## config.mk

```make
export PLATFORM = sky130hd
export DESIGN_NAME = int_branch_recovery_arbiter
export DESIGN_NICKNAME = d
export VERILOG_FILES = /design/src/rtl/int_branch_recovery_arbiter.sv
export SDC_FILE = /design/constraint.sdc
export NUM_CORES = 1
export LEC_CHECK = 0
export BUFFER_PORTS_ARGS = -buffer_cell sky130_fd_sc_hd__buf_2
export CAP_MARGIN = 30
export CELL_PAD_IN_SITES_DETAIL_PLACEMENT = 1
export CELL_PAD_IN_SITES_GLOBAL_PLACEMENT = 2
export CORE_AREA = 2 2 156 158
export DETAILED_ROUTE_END_ITERATION = 10
export DIE_AREA = 0 0 158 160
export GPL_TIMING_DRIVEN = 0
export PLACE_DENSITY_LB_ADDON = 0.1
export SETUP_SLACK_MARGIN = 0.02
export SLEW_MARGIN = 20
export SYNTH_ARGS = -nofsm -noshare
export SYNTH_HDL_FRONTEND = slang
export SYNTH_SLANG_ARGS = --single-unit
```

## constraint.sdc

```tcl
create_clock -name clk -period 6.72 [get_ports clk]
set_input_delay 0.672 -clock clk [delete_from_list [all_inputs] [get_ports clk]]
set_output_delay 0.672 -clock clk [all_outputs]
set_load 0.01 [all_outputs]
```

## src/rtl/int_branch_recovery_arbiter.sv

```systemverilog
// Picks the oldest mispredicted branch across integer lanes and hands it to
// the recovery manager, parking one older mispredict while recovery runs.
module int_branch_recovery_arbiter #(
  parameter int ISSUE_WIDTH = 2,
  parameter int PTR_WIDTH   = 6,
  parameter int PC_WIDTH    = 32
) (
  input  logic                            clk,
  input  logic                            rst,
  input  logic [ISSUE_WIDTH-1:0]          brValid,
  input  logic [ISSUE_WIDTH-1:0]          brMispred,
  input  logic [ISSUE_WIDTH*PTR_WIDTH-1:0] brPtr,
  input  logic [ISSUE_WIDTH*PC_WIDTH-1:0] brNextAddr,
  input  logic [PTR_WIDTH-1:0]            alHeadPtr,
  input  logic                            recAck,
  input  logic                            recDone,
  output logic                            recReq,
  output logic [PTR_WIDTH-1:0]            recPtr,
  output logic [PC_WIDTH-1:0]             recAddr,
  output logic                            busy,
  output logic [15:0]                     dropCnt
);

  typedef enum logic [1:0] {IDLE, REQ, WAIT} state_t;

  state_t               state, stateNxt;
  logic [PTR_WIDTH-1:0] heldPtr, heldPtrNxt;
  logic [PC_WIDTH-1:0]  heldAddr, heldAddrNxt;
  logic [PTR_WIDTH-1:0] flightPtr, flightPtrNxt;
  logic                 pendValid, pendValidNxt;
  logic [PTR_WIDTH-1:0] pendPtr, pendPtrNxt;
  logic [PC_WIDTH-1:0]  pendAddr, pendAddrNxt;
  logic [15:0]          dropCntNxt;

  logic                 anyQual;
  logic [7:0]           nQual;
  logic [7:0]           dropInc;
  logic [PTR_WIDTH-1:0] winPtr;
  logic [PC_WIDTH-1:0]  winAddr;
  logic [PTR_WIDTH-1:0] winAge;
  logic [PTR_WIDTH-1:0] refPtr;
  logic                 doWait;
  logic [16:0]          dropSum;

  function automatic logic older(
    input logic [PTR_WIDTH-1:0] a,
    input logic [PTR_WIDTH-1:0] b,
    input logic [PTR_WIDTH-1:0] head
  );
    logic [PTR_WIDTH-1:0] ageA;
    logic [PTR_WIDTH-1:0] ageB;
    ageA = a - head;
    ageB = b - head;
    return ageA < ageB;
  endfunction

  // Oldest qualifying lane; strict compare keeps the lowest index on ties
  always_comb begin
    anyQual = 1'b0;
    nQual   = '0;
    winPtr  = '0;
    winAddr = '0;
    winAge  = '0;
    for (int i = 0; i < ISSUE_WIDTH; i++) begin
      if (brValid[i] && brMispred[i]) begin
        nQual = nQual + 8'd1;
        if (!anyQual ||
            (brPtr[i*PTR_WIDTH +: PTR_WIDTH] - alHeadPtr) < winAge) begin
          winPtr  = brPtr[i*PTR_WIDTH +: PTR_WIDTH];
          winAddr = brNextAddr[i*PC_WIDTH +: PC_WIDTH];
          winAge  = brPtr[i*PTR_WIDTH +: PTR_WIDTH] - alHeadPtr;
        end
        anyQual = 1'b1;
      end
    end
  end

  always_comb begin
    stateNxt     = state;
    heldPtrNxt   = heldPtr;
    heldAddrNxt  = heldAddr;
    flightPtrNxt = flightPtr;
    pendValidNxt = pendValid;
    pendPtrNxt   = pendPtr;
    pendAddrNxt  = pendAddr;
    dropInc      = anyQual ? nQual - 8'd1 : 8'd0;
    refPtr       = (state == REQ) ? heldPtr : flightPtr;
    doWait       = 1'b0;
    unique case (state)
      IDLE: begin
        if (anyQual) begin
          heldPtrNxt  = winPtr;
          heldAddrNxt = winAddr;
          stateNxt    = REQ;
        end
      end
      REQ: begin
        if (recAck) begin
          stateNxt     = WAIT;
          flightPtrNxt = heldPtr;
          doWait       = 1'b1;
        end else if (anyQual) begin
          if (older(winPtr, heldPtr, alHeadPtr)) begin
            heldPtrNxt  = winPtr;
            heldAddrNxt = winAddr;
          end else begin
            dropInc = nQual;
          end
        end
      end
      WAIT: begin
        if (recDone) begin
          pendValidNxt = 1'b0;
          stateNxt     = REQ;
          if (pendValid && anyQual) begin
            dropInc = nQual;
            if (older(winPtr, pendPtr, alHeadPtr)) begin
              heldPtrNxt  = winPtr;
              heldAddrNxt = winAddr;
            end else begin
              heldPtrNxt  = pendPtr;
              heldAddrNxt = pendAddr;
            end
          end else if (pendValid) begin
            heldPtrNxt  = pendPtr;
            heldAddrNxt = pendAddr;
          end else if (anyQual) begin
            heldPtrNxt  = winPtr;
            heldAddrNxt = winAddr;
          end else begin
            stateNxt = IDLE;
          end
        end else begin
          doWait = 1'b1;
        end
      end
      default: stateNxt = IDLE;
    endcase
    // Recovery in flight: only mispredicts older than it may be parked
    if (doWait && anyQual) begin
      if (!older(winPtr, refPtr, alHeadPtr)) begin
        dropInc = nQual;
      end else if (!pendValid) begin
        pendValidNxt = 1'b1;
        pendPtrNxt   = winPtr;
        pendAddrNxt  = winAddr;
      end else begin
        dropInc = nQual;
        if (older(winPtr, pendPtr, alHeadPtr)) begin
          pendPtrNxt  = winPtr;
          pendAddrNxt = winAddr;
        end
      end
    end
    dropSum    = {1'b0, dropCnt} + {9'd0, dropInc};
    dropCntNxt = dropSum[16] ? 16'hFFFF : dropSum[15:0];
  end

  always_ff @(posedge clk or posedge rst) begin
    if (rst) begin
      state     <= IDLE;
      heldPtr   <= '0;
      heldAddr  <= '0;
      flightPtr <= '0;
      pendValid <= 1'b0;
      pendPtr   <= '0;
      pendAddr  <= '0;
      dropCnt   <= '0;
    end else begin
      state     <= stateNxt;
      heldPtr   <= heldPtrNxt;
      heldAddr  <= heldAddrNxt;
      flightPtr <= flightPtrNxt;
      pendValid <= pendValidNxt;
      pendPtr   <= pendPtrNxt;
      pendAddr  <= pendAddrNxt;
      dropCnt   <= dropCntNxt;
    end
  end

  assign recReq  = (state == REQ);
  assign recPtr  = heldPtr;
  assign recAddr = heldAddr;
  assign busy    = (state != IDLE);

endmodule

```

---- Word level (Yosys, flattened, before mapping) ----
Cells that the tools add are included.
operators by class
  add/subtract/negate cells ............... 9
  bitwise operators ....................... 0
  muxes and demuxes ....................... 58
  multiply operators ...................... 0
  magnitude comparators ................... 4
  equal/unequal tests ..................... 8
  reductions and logical operators ........ 13
  divide/modulo/power cells ............... 0
  shifts and indexed selects .............. 0
operators with widths
  kind                                                  number
  2-to-1 mux 32 bit                                     12
  one-hot mux 32 bit (3 select lines)                   1
  2-to-1 mux 6 bit                                      14
  2-to-1 mux 8 bit                                      10
  subtractor 6 bit                                      6
  less-than comparator 6 bit                            4
  one-hot mux 6 bit (3 select lines)                    1
  adder 16 x 8 -> 17 bit                                1
  2-to-1 mux 16 bit                                     1
  one-hot mux 8 bit (2 select lines)                    1
  2-to-1 mux 1 bit                                      13
  adder 8 x 1 -> 8 bit (second input constant)          1
  != test 2 bit (second input constant)                 4
  subtractor 8 x 1 -> 8 bit (second input constant)     1
  2-to-1 mux 2 bit                                      3
  one-hot mux 2 bit (3 select lines)                    1
  AND reduction 5 bit                                   1
  logical AND 1 bit                                     4
  != test 2 x 1 -> 1 bit (second input constant)        2
  AND reduction 2 bit                                   2
  AND reduction 3 bit                                   1
  nonzero test 3 bit                                    1
  equality test 2 x 1 -> 1 bit (second input constant)  1
  equality test 2 bit (second input constant)           1
  other kinds (5)                                       5
word-level totals
  bits in read-only memories .............. 0
  memories kept ........................... 0
  output and inout bits ................... 56
  bits in writable memories ............... 0
  bits in latches ......................... 0
  register bits after elaboration ......... 101
  bits of input ports ..................... 90
  logic and storage cells ................. 100

---- Depth between registers and ports, before layout ----
  depth in word-level cells ............... 17
  depth in mapped cells ................... 38
  mapped depth without buffers ............ 37

---- Worst setup path after synthesis ----
Ideal clock, no wire load.
  kind .................................... input to register
  start point ............................. input port alHeadPtr[1]
  end point ............................... register dropCnt[12]
  arrival time ............................ 7.360 ns
  data required time ...................... 6.595 ns
  setup time .............................. 0.125 ns
  buffers on the path ..................... 1
  stages .................................. 34
  slack ................................... -0.765 ns
  path through ............................ inv_1 -> ha_1 -> nor2b_1 -> o21ai_0 -> a21oi_1 -> o21a_1 -> o21ai_0 -> nand3b_1 -> ha_1 -> nor4bb_1 -> o211a_1 -> a21o_1 -> buf_4 -> mux2i_1 -> inv_1 -> ha_1 -> fa_1 -> o21ai_0 -> a21oi_1 -> xnor2_1 -> ha_1 -> a21o_1 -> a21oi_1 -> o21ai_1 -> mux2i_1 -> o311a_1 -> o31a_1 -> fa_1 -> nor2b_1 -> o21ai_0 -> a21boi_1 -> o21ai_1 -> nor2_1 -> mux2_2
between the ends
  cells in the longest elaborated chain, start to end .. 17
  elaborated cells between the ends (all ways) .. 21
  classes of those cells .................. add/sub (6); order compare (3); mux (11); reduce/logical (1)
ends and longest elaborated chain
  item                                RTL line  source
  start: declaration                  14        input logic [PTR_WIDTH-1:0] alHeadPtr,
  subtractor 6 bit                    71        winAge = brPtr[i*PTR_WIDTH +: PTR_WIDTH] - alHeadPtr;
  2-to-1 mux 6 bit                    65        if (brValid[i] && brMispred[i]) begin
  less-than comparator 6 bit          68        (brPtr[i*PTR_WIDTH +: PTR_WIDTH] - alHeadPtr) < winAge) begin
  logical OR 1 bit                    67        if (!anyQual ||
  2-to-1 mux 6 bit                    67
  2-to-1 mux 6 bit                    65
  subtractor 6 bit                    52        ageA = a - head;
  less-than comparator 6 bit          54        return ageA < ageB;
  (+2 left out)                       --
  2-to-1 mux 8 bit                    98        if (recAck) begin
  one-hot mux 8 bit (2 select lines)  89        unique case (state)
  2-to-1 mux 8 bit                    143       end else if (!pendValid) begin
  2-to-1 mux 8 bit                    141       if (!older(winPtr, refPtr, alHeadPtr)) begin
  2-to-1 mux 8 bit (*)                140       if (doWait && anyQual) begin
  adder 16 x 8 -> 17 bit (*)          155       dropSum = {1'b0, dropCnt} + {9'd0, dropInc};
  2-to-1 mux 16 bit (*)               156       dropCntNxt = dropSum[16] ? 16'hFFFF : dropSum[15:0];
  net dropCntNxt[12]                  33        logic [15:0] dropCntNxt;
  end signal: assignment              177       dropCnt <= dropCntNxt;
  end: declaration                    21        output logic [15:0] dropCnt
The timed path passes the listed nets; every way through them passes the cells marked *.
A chain may end at the register's enable or synchronous reset.

---- Worst setup path after layout ----
  start point ............................. input port alHeadPtr[1]
  end point ............................... register dropCnt[13]
The elaborated chain is that of the path after synthesis.

==> results.sh <==
export IMPL_coreArea_um2=23800
export IMPL_ys_flop_type="dfrtp_1"
export IMPL_start_util=0.334
export IMPL_status="finished with violations"
export IMPL_syn_avg_cell_area_um2=8.69
export IMPL_num_vias=7581
export IMPL_fp_dieH_um=160
export IMPL_grt_use_total=0.230
export IMPL_diodes=0
export IMPL_fmax_mhz=145
export IMPL_fp_dieW_um=158
export IMPL_multiInputGateArea_um2=5260
export IMPL_seq_area_frac_synth=0.318
export IMPL_slew_violations=0
export IMPL_routed_wl_um=28700
export IMPL_min_period_ns=6.92
export IMPL_synth_xor_area_frac=0.0319
export IMPL_slowest_stage="a222oi_1"
export IMPL_syn_inst=915
export IMPL_worst_slew_pin_slew_ns=0.899
export IMPL_p_total_mw=5.10
export IMPL_cts_buffer_depth=2
export IMPL_fin_ws_ns=-0.197
export IMPL_maxCapViolCount=0
export IMPL_cts_buffers=9
export IMPL_io_pins=146
export IMPL_irDropWorstVdd_mv=0.179
export IMPL_hpwl_um=21200
export IMPL_r2r_setup_slack_ns=0.90
export IMPL_drt_pass1_iter_count=4
export IMPL_die_area_um2=25300
export IMPL_critical_path_class="primary input to register"
export IMPL_crit_buf_inv=8
export IMPL_p_leak_nw=4.71
export IMPL_viasPerCell=5.30
export IMPL_min_period_over_period=1.03
export IMPL_end_kind="register"
export IMPL_powerDensity_nw_per_um2=504
export IMPL_synth_compound_area_frac=0.243
export IMPL_cp_arrival_ns=7.17
export IMPL_worst_ep_required_time_ns=6.97
export IMPL_final_hold_violation_count=0
export IMPL_synth_fa_ha_area_frac=0.120
export IMPL_dpl_instance_area_um2=9230
export IMPL_wire_per_inst_um=20.0
export IMPL_rows=57
export IMPL_synth_edf_count=0
export IMPL_finClkSkew_ns=0.0136
export IMPL_yosysWarnings=0
export IMPL_cp_start_kind="primary input"
export IMPL_cpPeakStageDelay_ns=0.40
export IMPL_muxShareOfSynthArea=0.101
export IMPL_fin_nets=1263
export IMPL_antenna_found_initial=0
export IMPL_seq_area_um2=2530
export IMPL_failed_checks="negative setup slack"
export IMPL_cts_tree="yes"
export IMPL_worst_path_max_fanout=4
export IMPL_critPathTopFamily="compound AO/OA/AOI/OAI gates"
export IMPL_grt_start_max_net_pins=56
export IMPL_hold_path_class="primary input to async pin"
export IMPL_finalSetupViolations=16
export IMPL_clkTransAtPathRegs_ns=0.08
export IMPL_fin_area_um2=10100
export IMPL_grt_overflow_total=0
export IMPL_drc=0
export IMPL_synth_area_um2=7950
export IMPL_cts_root_buf="clkbuf_16"
export IMPL_rsz0062_at_grt="yes"
export IMPL_gp_congestion=0.818
export IMPL_cts_sinks=101
export IMPL_grt_pass1_vias=8001
export IMPL_syn_to_final_growth_pct=27.4
export IMPL_clk_insertion_delay_late_ns=0.36
export IMPL_drt_iter0_markers=365
export IMPL_syn_nets=1077
export IMPL_relSlewSlack=0.383
export IMPL_ys_async_sr_fraction=1.00
export IMPL_synth_cell_types=62
export IMPL_drive_above_1_share=0.294
export IMPL_synth_top_family_by_area="compound AO/OA/AOI/OAI gates"
export IMPL_htree_levels=3
export IMPL_drtAntennaViolNets=0
export IMPL_ys_seq_elements=101
export IMPL_nFillCells=2870
export IMPL_yosys_area_share_simple=0.115
export IMPL_grt_pass1_wl_um=45200
export IMPL_port_buffers=144
-- through the flow --
step                cells  utilization  setup WS [ns]  hold slack, ns  setup TNS, ns
floorplan             915            -         -0.356           0.449          -2.55
global placement     1383        0.386          -1.84           0.468         -64.89
detailed placement   1384        0.387          -1.80           0.478         -63.96
CTS                  1426        0.422         -0.205           0.365          -2.62
global route         1430        0.425         -0.529           0.380          -7.50
finish               1430        0.425         -0.197           0.350          -2.10
-- area by class of cell --
type | count | area share
Clock inverter | 6 | 0.00790
Inverter | 77 | 0.0298
Timing Repair Buffer | 175 | 0.100
Sequential cell | 101 | 0.249
Clock buffer | 10 | 0.0236
Buffer | 51 | 0.0299
Multi-Input combinational cell | 686 | 0.519
Tap cell | 324 | 0.0400
-- timing repair --
| action | 4_1_cts | 5_1_grt |
|---|---|---|
| gates resized for setup | 63 | 11 |
| pin swaps | 45 | 24 |
| buffers inserted | 26 | 4 |
| hold buffers | 0 | 0 |
| setup endpoints to repair | 86 | 16 |
| hold endpoints to repair | 0 | 0 |
-- layout by cell type, fill, tap and decap left out, drive strengths merged, types with 4 or more instances in the layout --
master,instances
buf,200
dfrtp,101
nand2,83
a21oi,83
o21ai,80
inv,76
ha,65
mux2i,49
nor2,47
clkbuf,36
a31oi,33
o22ai,32
mux2,28
a21o,22
xnor2,18
nand3,15
nor3,11
nand2b,11
xor2,11
nor2b,9
o221ai,8
o211ai,7
fa,7
a21boi,7
and3,6
a211oi,5
o31ai,5
o21a,4
a2bb2oi,4
-- power by group --
| group | switching, mW | internal [mW] |
|---|---|---|
| logic | 1.94 | 1.45 |
| clock network | 0.282 | 0.307 |
| registers | 0.213 | 0.914 |
| total | 2.44 | 2.67 |
-- registers in the layout, summed over array words and instances, names as in the netlist --
name,count
pendValid,1
state,2
pendPtr,6
dropCnt,16
flightPtr,6
pendAddr,32
recAddr,32
recPtr,6
-- worst paths after layout --
path,depth (start not counted),from,to
max,38,alHeadPtr[1],dropCnt[13]
min in group clk,2,flightPtr[0],flightPtr[0]
min reg2reg,2,flightPtr[0],flightPtr[0]
min,2,rst,dropCnt[10]
max reg2reg,26,state[1],dropCnt[14]
max in group asynchronous,3,rst,pendAddr[9]
-- logic make-up (layout without fill, tap and decap cells) --
group | count (synthesis) | after routing
multiplexers | 77 | 77
buffers and inverters | 128 | 319
adder cells (fa/ha/maj) | 72 | 72
AND/OR/NAND/NOR | 198 | 198
XOR/XNOR | 29 | 29
flip-flops | 101 | 101
AO/OA/AOI/OAI | 310 | 310
-- metal layers --
metal | wire length, µm | part of all wire | GRT usage
met1 | 13800 | 0.48 | 0.329
met2 | 13500 | 0.47 | 0.372
met3 | 1030 | 0.036 | 0.0326
met4 | 298 | 0.010 | 0.0422
met5 | 0 | 0 | 0
-- worst reg2reg max path, delay by kind of cell (launching register included) --
| family | cells | cell delay [ns] |
|---|---|---|
| buffers and inverters | 4 | 0.89 |
| xor gates and xnor gates | 1 | 0.10 |
| DFF | 1 | 0.42 |
| AOI/OAI and AO/OA | 9 | 1.58 |
| adders and majority gates | 5 | 1.34 |
| muxes | 2 | 0.69 |
| and+or+nand+nor | 5 | 0.67 |
-- cell usage after synthesis, types with 6 or more instances --
cell,number,share of area
buf_4,8,0.0076
nor3_1,11,0.0069
nand2b_1,11,0.0087
mux2i_1,49,0.062
nand2_1,82,0.039
a21o_1,22,0.021
inv_1,75,0.035
o221ai_1,8,0.0088
and3_1,6,0.0047
fa_1,7,0.018
mux2_2,28,0.040
o211ai_1,7,0.0066
clkbuf_1,23,0.011
o21ai_1,10,0.0063
nand3_1,14,0.0088
nor2b_1,9,0.0071
o21ai_0,70,0.044
xnor2_1,18,0.020
ha_1,65,0.10
xor2_1,11,0.012
a31oi_1,33,0.026
dfrtp_1,101,0.32
buf_2,12,0.0076
nor2_1,47,0.022
a21oi_1,83,0.052
o22ai_1,32,0.025
Note: power is estimated with default switching activity, not from simulation.
